$ cat config.mk
export PLATFORM = sky130hd
export DESIGN_NAME = seg7_reader
export DESIGN_NICKNAME = d
export VERILOG_FILES = /design/src/rtl/seg7_reader.sv
export SDC_FILE = /design/constraint.sdc
export NUM_CORES = 1
export LEC_CHECK = 0
export CORE_AREA = 3 3 105 67
export CTS_CLUSTER_DIAMETER = 50
export DETAILED_ROUTE_END_ITERATION = 12
export DIE_AREA = 0 0 108 70
export PLACE_DENSITY = 0.79
export SLEW_MARGIN = 20
export SYNTH_ARGS = -nofsm -noshare
export SYNTH_HDL_FRONTEND = slang
export SYNTH_SLANG_ARGS = --single-unit
export TNS_END_PERCENT = 100
$ cat constraint.sdc
create_clock -name clock -period 4.39 [get_ports clock]
set_clock_uncertainty 0.05 [all_clocks]
set_input_delay 0.878 -clock clock [delete_from_list [all_inputs] [get_ports clock]]
set_output_delay 0.878 -clock clock [all_outputs]
set_load 0.05 [all_outputs]
$ cat src/rtl/seg7_reader.sv
// seg7_reader: captures four 7-segment digit patterns, decodes them one per clock
// and accumulates the 4-digit decimal number as binary, flagging illegal patterns.
module seg7_reader #(
    parameter bit SEG_INVERT    = 1'b0,
    parameter bit BLANK_IS_ZERO = 1'b1
) (
    input  logic        clock,
    input  logic        reset,
    input  logic        ready,
    input  logic [6:0]  display3,
    input  logic [6:0]  display2,
    input  logic [6:0]  display1,
    input  logic [6:0]  display0,
    output logic [13:0] valor,
    output logic        valid,
    output logic        erro,
    output logic        busy
);

    typedef enum logic [1:0] {
        IDLE = 2'd0,
        SCAN = 2'd1,
        DONE = 2'd2
    } state_t;

    state_t            state;
    state_t            state_next;
    logic [3:0][6:0]   cap;
    logic [1:0]        idx;
    logic [13:0]       acc;
    logic [13:0]       acc_next;
    logic              err;
    logic [6:0]        pattern;
    logic [3:0]        digit;
    logic              bad;

    // Decode the digit currently selected by idx; illegal patterns count as 0.
    always_comb begin
        pattern = cap[idx] ^ {7{SEG_INVERT}};
        digit   = 4'd0;
        bad     = 1'b0;
        case (pattern)
            7'b1111110: digit = 4'd0;
            7'b0110000: digit = 4'd1;
            7'b1101101: digit = 4'd2;
            7'b1111001: digit = 4'd3;
            7'b0110011: digit = 4'd4;
            7'b1011011: digit = 4'd5;
            7'b1011111: digit = 4'd6;
            7'b1110000: digit = 4'd7;
            7'b1111111: digit = 4'd8;
            7'b1111011: digit = 4'd9;
            7'b0000000: bad   = !BLANK_IS_ZERO;
            default:    bad   = 1'b1;
        endcase
        acc_next = (acc << 3) + (acc << 1) + {10'd0, digit};
    end

    always_ff @(posedge clock or negedge reset) begin
        if (!reset) begin
            state <= IDLE;
        end else begin
            state <= state_next;
        end
    end

    always_comb begin
        state_next = state;
        case (state)
            IDLE:    if (ready) state_next = SCAN;
            SCAN:    if (idx == 2'd0) state_next = DONE;
            DONE:    state_next = IDLE;
            default: state_next = IDLE;
        endcase
    end

    // Capture on accept, then fold one digit per cycle, most significant first.
    always_ff @(posedge clock or negedge reset) begin
        if (!reset) begin
            cap   <= '0;
            idx   <= 2'd0;
            acc   <= 14'd0;
            err   <= 1'b0;
            valor <= 14'd0;
            erro  <= 1'b0;
        end else begin
            case (state)
                IDLE: begin
                    if (ready) begin
                        cap <= {display3, display2, display1, display0};
                        acc <= 14'd0;
                        err <= 1'b0;
                        idx <= 2'd3;
                    end
                end
                SCAN: begin
                    acc <= acc_next;
                    err <= err | bad;
                    idx <= idx - 2'd1;
                    if (idx == 2'd0) begin
                        valor <= acc_next;
                        erro  <= err | bad;
                    end
                end
                default: begin
                end
            endcase
        end
    end

    always_comb begin
        valid = (state == DONE);
        busy  = (state != IDLE);
    end

endmodule

==> results of run 1 <==
==> metrics by stage <==
step | worst slack (ns) | total power [W] | area (sq um)
final | 0.4050 | 0.003051 | 4135
after global routing | 0.1375 | 0.003265 | 4135
after CTS | 0.2184 | 0.003056 | 4125
after detailed placement | 0.2359 | 0.002402 | 3867
after global placement | 0.4594 | 0.002339 | 3867
after floorplan | 0.8384 | 0.002019 | 3351
==> final cells by class <==
| cell class | instances | area [sq um] |
|---|---|---|
| well taps | 84 | 105.1 |
| clock inverters | 5 | 106.4 |
| fillers | 480 | 1948 |
| repair buffers | 49 | 480.5 |
| clock buffers | 11 | 151.4 |
| multi-input cells | 269 | 1712 |
| flip-flops and latches | 61 | 1528 |
| inverters | 14 | 52.55 |
==> logic make-up after synthesis <==
family	count (synthesis)	share of synthesized area [%]
flip-flops	61	45.56
AO/OA/AOI/OAI	64	12.06
buffers and inverters	30	3.622
AND/OR/NAND/NOR	159	20.39
multiplexers	10	5.713
adder cells (fa/ha/maj)	25	9.784
XOR/XNOR	11	2.875
==> metal layers <==
layer	part of all wire, %	vias up
met4	1.5	0
met2	43	83
met1	48	1243
met3	7.4	14
li1	-	1320
met5	0	-
==> registers in the layout, summed over array words and instances (netlist names) <==
| signal | flops |
|---|---|
| err | 1 |
| cap | 28 |
| erro | 1 |
| acc | 13 |
| idx | 2 |
| state | 2 |
| valor | 14 |
==> placed cells by master (no fill, tap or decap), types with 2 or more instances in the layout <==
master	n
nand2_1	109
dfrtp_1	60
clkdlybuf4s50_1	46
ha_1	23
o21ai_0	19
nand3_1	14
inv_1	13
clkbuf_8	11
nor2_1	10
o21ai_1	10
a21oi_1	8
mux4_2	7
xor2_1	7
nor3_1	6
nor2b_1	6
nand2b_1	5
o21a_1	4
xnor2_1	4
a21o_1	3
o31ai_1	3
a31oi_1	3
mux2_2	3
nand4_1	3
bufinv_16	3
o21ai_2	2
or3_1	2
fa_1	2
buf_4	2
==> cells in the mapped netlist, drive strengths merged <==
library cell,n
o21a,4
fa,2
nor3,6
mux2,3
a2bb2oi,1
or3b,1
a21boi,1
mux4,7
o31ai,3
a31oi,3
ha,23
dfrtp,61
nor2b,6
or3,2
a21oi,8
a22o,1
o22ai,1
a311o,1
o31a,1
o21ai,31
nor3b,1
buf,2
xnor2,4
o211ai,1
inv,13
nand2b,5
xor2,7
nor2,11
nand2,109
o41ai,1
a211oi,1
nand3,14
a21o,3
clkbuf,14
o32ai,1
nand4,3
a32oi,1
and2,1
o2bb2ai,1
clkinv,1
==> worst paths after layout <==
| kind | slack (ns) | from | end | depth (start not counted) |
|---|---|---|---|---|
| setup / recovery | 0.41 | idx[0] | valor[12] | 16 |
| hold / removal | 0.43 | cap[26] | cap[26] | 2 |
| setup reg to reg | 0.41 | idx[0] | valor[12] | 16 |
| hold reg to reg | 0.43 | cap[26] | cap[26] | 2 |
| max in group asynchronous | 2.90 | reset | idx[0] | 2 |
| min in group asynchronous | 0.49 | reset | acc[10] | 1 |
==> power groups by stage <==
stage               sequential [W]  clock (W)  combinational, W
finish                    0.000963   0.000641           0.00145
global route              0.000994   0.000674           0.00160
CTS                       0.000963   0.000649           0.00144
detailed placement        0.000968          0           0.00143
global placement          0.000966          0           0.00137
floorplan                  0.00105          0          0.000965
==> tightest hold or removal path, cell delays in order, from the launching register on <==
cell and delay [ns]:
dfrtp_1 0.34, nand2_1 0.05, nand2_1 0.06
==> flow_metrics.env, run 1 <==
export IMPL_p_clk_share_pct=21.0
export IMPL_dr_total_vias=2660
export IMPL_synth_area_top_cells="dfrtp_1 (46%), nand2_1 (12%), ha_1 (8.6%), mux4_2 (4.7%), o21ai_0 (2.8%)"
export IMPL_syn_nets=416
export IMPL_setup_violations=0
export IMPL_power_internal_w=0.001753
export IMPL_grt_max_degree=41
export IMPL_fmax_mhz=250.9
export IMPL_io_buffers=47
export IMPL_cp_buffers_inverters=1
export IMPL_antenna_found_initial=0
export IMPL_tightest_slew_ns=1.032
export IMPL_postSynthAreaPerCell_sq_um=9.308
export IMPL_cts_hold_buf=0
export IMPL_fin_nets=460
export IMPL_routed_wl_mm=7.556
export IMPL_cp_top_family="compound AO/OA/AOI/OAI gates"
export IMPL_clock_sinks=61
export IMPL_htreeDepth=3
export IMPL_fp_dieH_um=70
export IMPL_drc=0
export IMPL_cts_clk_slew_worst_paths_ns=0.07
export IMPL_setup_tns_ns=0
export IMPL_holdWs_ns=0.4261
export IMPL_hp_class="register to register"
export IMPL_p_per_area_nw_per_um2=737.7
export IMPL_final_max_slew_viol_count=0
export IMPL_cts_tree="built"
export IMPL_yosys_warnings=0
export IMPL_cpPeakStageDelay_ns=0.64
export IMPL_ys_ff_latch=61
export IMPL_drv_cap=0
export IMPL_die_area_sq_um=7560
export IMPL_yosysTopAreaCellShare_pct=45.56
export IMPL_detailed_place_hpwl_mm=5.395
export IMPL_root_buffer="clkbuf_8"
export IMPL_wl_per_cell_um=15.33
export IMPL_rows=22
export IMPL_dp_cells=477
export IMPL_power_leakage_nw=1.975
export IMPL_io_pins=48
export IMPL_cp_max_fo=10
export IMPL_drive_gt1_share_pct=9.291
export IMPL_via_per_inst=5.396
export IMPL_power_share_sequential_pct=31.6
export IMPL_rsz0062_at_grt="no"
export IMPL_hold_violations=0
export IMPL_ir_worst_vdd_uv=345.1
export IMPL_fin_cells=493
export IMPL_grtUsageMet3_pct=6.371
export IMPL_synth_cells=360
export IMPL_place_gp_congestion=0.8979
export IMPL_crit_path_cell_trace="mux4_2 -> nand2b_1 -> o32ai_1 -> a21oi_1 -> nor2b_1 -> ha_1 -> ha_1 -> inv_1 -> fa_1 -> nor2b_1 -> o21ai_1 -> a21boi_1 -> o31a_1 -> o41ai_2 -> or3_1 -> nand3_1"
export IMPL_utilization_pct=67.98
export IMPL_ys_types=44
export IMPL_yosysTopAreaCell="dfrtp_1"
export IMPL_worstSkewPairLatency_ns=0.34
export IMPL_min_period_ns=3.985
export IMPL_criticalPathCategory="register to register"
export IMPL_clockBufferDepth=2
export IMPL_yosysSeqAreaShare_pct=45.56
export IMPL_syn_cell_area_sq_um=3351
export IMPL_die_w_um=108
export IMPL_ant_nets=0
export IMPL_cts_resized=0
export IMPL_required_ns=4.62
export IMPL_cp_slowest_cell="mux4_2"
export IMPL_grt_pass1_wl_mm=12.83
export IMPL_dr_pass1_iters=4
export IMPL_grt_use_met2_pct=30.23
export IMPL_slew_headroom_pct=31.20
export IMPL_grt_usage_pct=21.61
export IMPL_grt_pass1_vias=2666
export IMPL_critPathArrivalTime_ns=4.21
export IMPL_fin_crit_sh_pct=90.77
export IMPL_post_cts_buffers=0
export IMPL_n_antenna_cell=0
export IMPL_cp_start_kind="register"
export IMPL_core_sq_um=6083
export IMPL_met1_usage_pct=31.41
export IMPL_numCtsBuffers=9
export IMPL_swShare_pct=42.52
export IMPL_busiest_layer="met1"
export IMPL_drt_initial_drc_count=215
export IMPL_gr_total_overflow=0
export IMPL_switchingPower_w=0.001297
export IMPL_initial_core_util_pct=55.08
export IMPL_area_growth_pct=23.41
export IMPL_end_kind="register"
export IMPL_pwr_share_comb_pct=47.4
export IMPL_status="finished clean"
(Power assumes the default switching activity.)
==> run 2, diff against run 1 <==
- MAX_ROUTING_LAYER: not set -> met4
==> run 2 against run 1 <==
Compared with the run above:
- non-clock buffer count did not move
- combinational power barely moved
- critical path depth is the same
- via count is 0.15% lower
- sequential power about the same
- sequential share of layout area unchanged
- largest cell class unchanged
==> flow_metrics.env, run 2 (same netlist as run 1, synthesis figures left out) <==
export IMPL_status="finished clean"
export IMPL_fp_dieH_um=70
export IMPL_top_regs="cap: 28 flops, valor: 14 flops, acc: 13 flops"
export IMPL_power_leakage_nw=1.975
export IMPL_critPathArrivalTime_ns=4.21
export IMPL_dr_pass1_iters=4
export IMPL_drive_gt1_share_pct=9.291
export IMPL_worstSkewPairLatency_ns=0.34
export IMPL_htreeDepth=3
export IMPL_routed_wl_mm=7.545
export IMPL_setup_tns_ns=0
export IMPL_reg2reg_from="idx[0]"
export IMPL_initial_core_util_pct=55.08
export IMPL_end_kind="register"
export IMPL_tightest_slew_ns=1.031
export IMPL_holdPathEnd="cap[26]"
export IMPL_cp_max_fo=10
export IMPL_ant_nets=0
export IMPL_slew_headroom_pct=31.27
export IMPL_drc=0
export IMPL_hp_class="register to register"
export IMPL_n_antenna_cell=0
export IMPL_hold_depth=2
export IMPL_drt_initial_drc_count=215
export IMPL_cp_start_kind="register"
export IMPL_root_buffer="clkbuf_8"
export IMPL_clockBufferDepth=2
export IMPL_numCtsBuffers=9
export IMPL_p_per_area_nw_per_um2=737.3
export IMPL_setup_violations=0
export IMPL_r2r_slack_ns=0.41
export IMPL_fmax_mhz=251.0
export IMPL_core_sq_um=6083
export IMPL_rsz0062_at_grt="no"
export IMPL_dp_cells=477
export IMPL_mostFrequentLayoutCells="nand2_1 (109), dfrtp_1 (60), clkdlybuf4s50_1 (46)"
export IMPL_io_buffers=47
export IMPL_clock_sinks=61
export IMPL_regMostFlops="cap"
export IMPL_cts_resized=0
export IMPL_cts_clk_slew_worst_paths_ns=0.07
export IMPL_grt_pass1_wl_mm=12.83
export IMPL_dr_total_vias=2656
export IMPL_reg2regPathDepth=16
export IMPL_hold_violations=0
export IMPL_startpoint="idx[0]"
export IMPL_fillers=480
export IMPL_grt_usage_pct=22.22
export IMPL_fin_cells=493
export IMPL_required_ns=4.61
export IMPL_cts_tree="built"
export IMPL_post_cts_buffers=0
export IMPL_antenna_found_initial=0
export IMPL_largest_register_ffs=28
export IMPL_worstHoldStart="cap[26]"
export IMPL_fin_nets=460
export IMPL_place_gp_congestion=0.9132
export IMPL_via_per_inst=5.387
export IMPL_die_w_um=108
export IMPL_die_area_sq_um=7560
export IMPL_min_period_ns=3.984
export IMPL_wl_per_cell_um=15.30
export IMPL_gr_total_overflow=0
export IMPL_drv_cap=0
export IMPL_rows=22
export IMPL_area_growth_pct=23.41
export IMPL_detailed_place_hpwl_mm=5.395
export IMPL_fin_crit_sh_pct=90.76
export IMPL_grt_max_degree=41
export IMPL_cts_hold_buf=0
export IMPL_layout_commonest_cell="nand2_1"
export IMPL_ir_worst_vdd_uv=344.6
export IMPL_grt_pass1_vias=2667
export IMPL_reg2reg_to="valor[12]"
export IMPL_final_max_slew_viol_count=0
export IMPL_io_pins=48
export IMPL_criticalPathCategory="register to register"
==> run 2: cell counts in the layout (fill, tap and decap cells not counted) <==
No cell type changed its count.
==> run 2: layer usage <==
layer / share of wire [%] / wire (um) / track usage, % / vias up
met4: 1.5 / 114 / 8.403 / 0
met2: 43 / 3213 / 30.17 / 82
met5: 0 / 0 / - / -
met3: 7.7 / 578 / 6.279 / 12
met1: 48 / 3639 / 31.53 / 1242
li1: - / - / - / 1320
==> run 2: worst max-delay path, cell delays in order, from the launching register on <==
cell	delay [ns]
dfrtp_2	0.53
mux4_2	0.64
nand2b_1	0.20
o32ai_1	0.28
a21oi_1	0.10
nor2b_1	0.13
ha_1	0.16
ha_1	0.18
inv_1	0.06
fa_1	0.40
nor2b_1	0.13
o21ai_1	0.08
a21boi_1	0.19
o31a_1	0.23
o41ai_2	0.11
or3_1	0.37
nand3_1	0.08
==> run 2: cell type report <==
class | instances | area [sq um] | area share (%)
inverters | 14 | 52.55 | 1.271
clock inverters | 5 | 106.4 | 2.572
multi-input cells | 269 | 1712 | 41.39
clock buffers | 11 | 151.4 | 3.661
flip-flops and latches | 61 | 1528 | 36.94
well taps | 84 | 105.1 | 2.542
repair buffers | 49 | 480.5 | 11.62
==> run 2: worst max path at each step <==
stage / end / slack [ns] / cells after the start
2_1_floorplan: acc[12] / 0.84 / 17
5_1_grt: valor[12] / 0.14 / 16
6_report: valor[12] / 0.41 / 16
3_5_place_dp: valor[12] / 0.24 / 15
4_1_cts: valor[12] / 0.22 / 15
3_3_place_gp: acc[12] / 0.46 / 16
==> run 2: where the power goes <==
group | switching, W | internal [W]
combinational | 0.000890 | 0.000556
sequential | 0.000175 | 0.000788
clock | 0.000230 | 0.000409
total | 0.00130 | 0.00175
==> run 2: through the flow <==
stage	total power (W)	hold slack, ns	worst slack (ns)	util, %	area (sq um)
finish	0.003049	0.4260	0.4056	67.98	4135
global route	0.003265	0.4487	0.1375	67.98	4135
CTS	0.003056	0.4288	0.2184	67.81	4125
detailed placement	0.002402	0.4123	0.2359	63.57	3867
global placement	0.002339	0.4108	0.4594	63.57	3867
floorplan	0.002019	0.3903	0.8384	-	3351
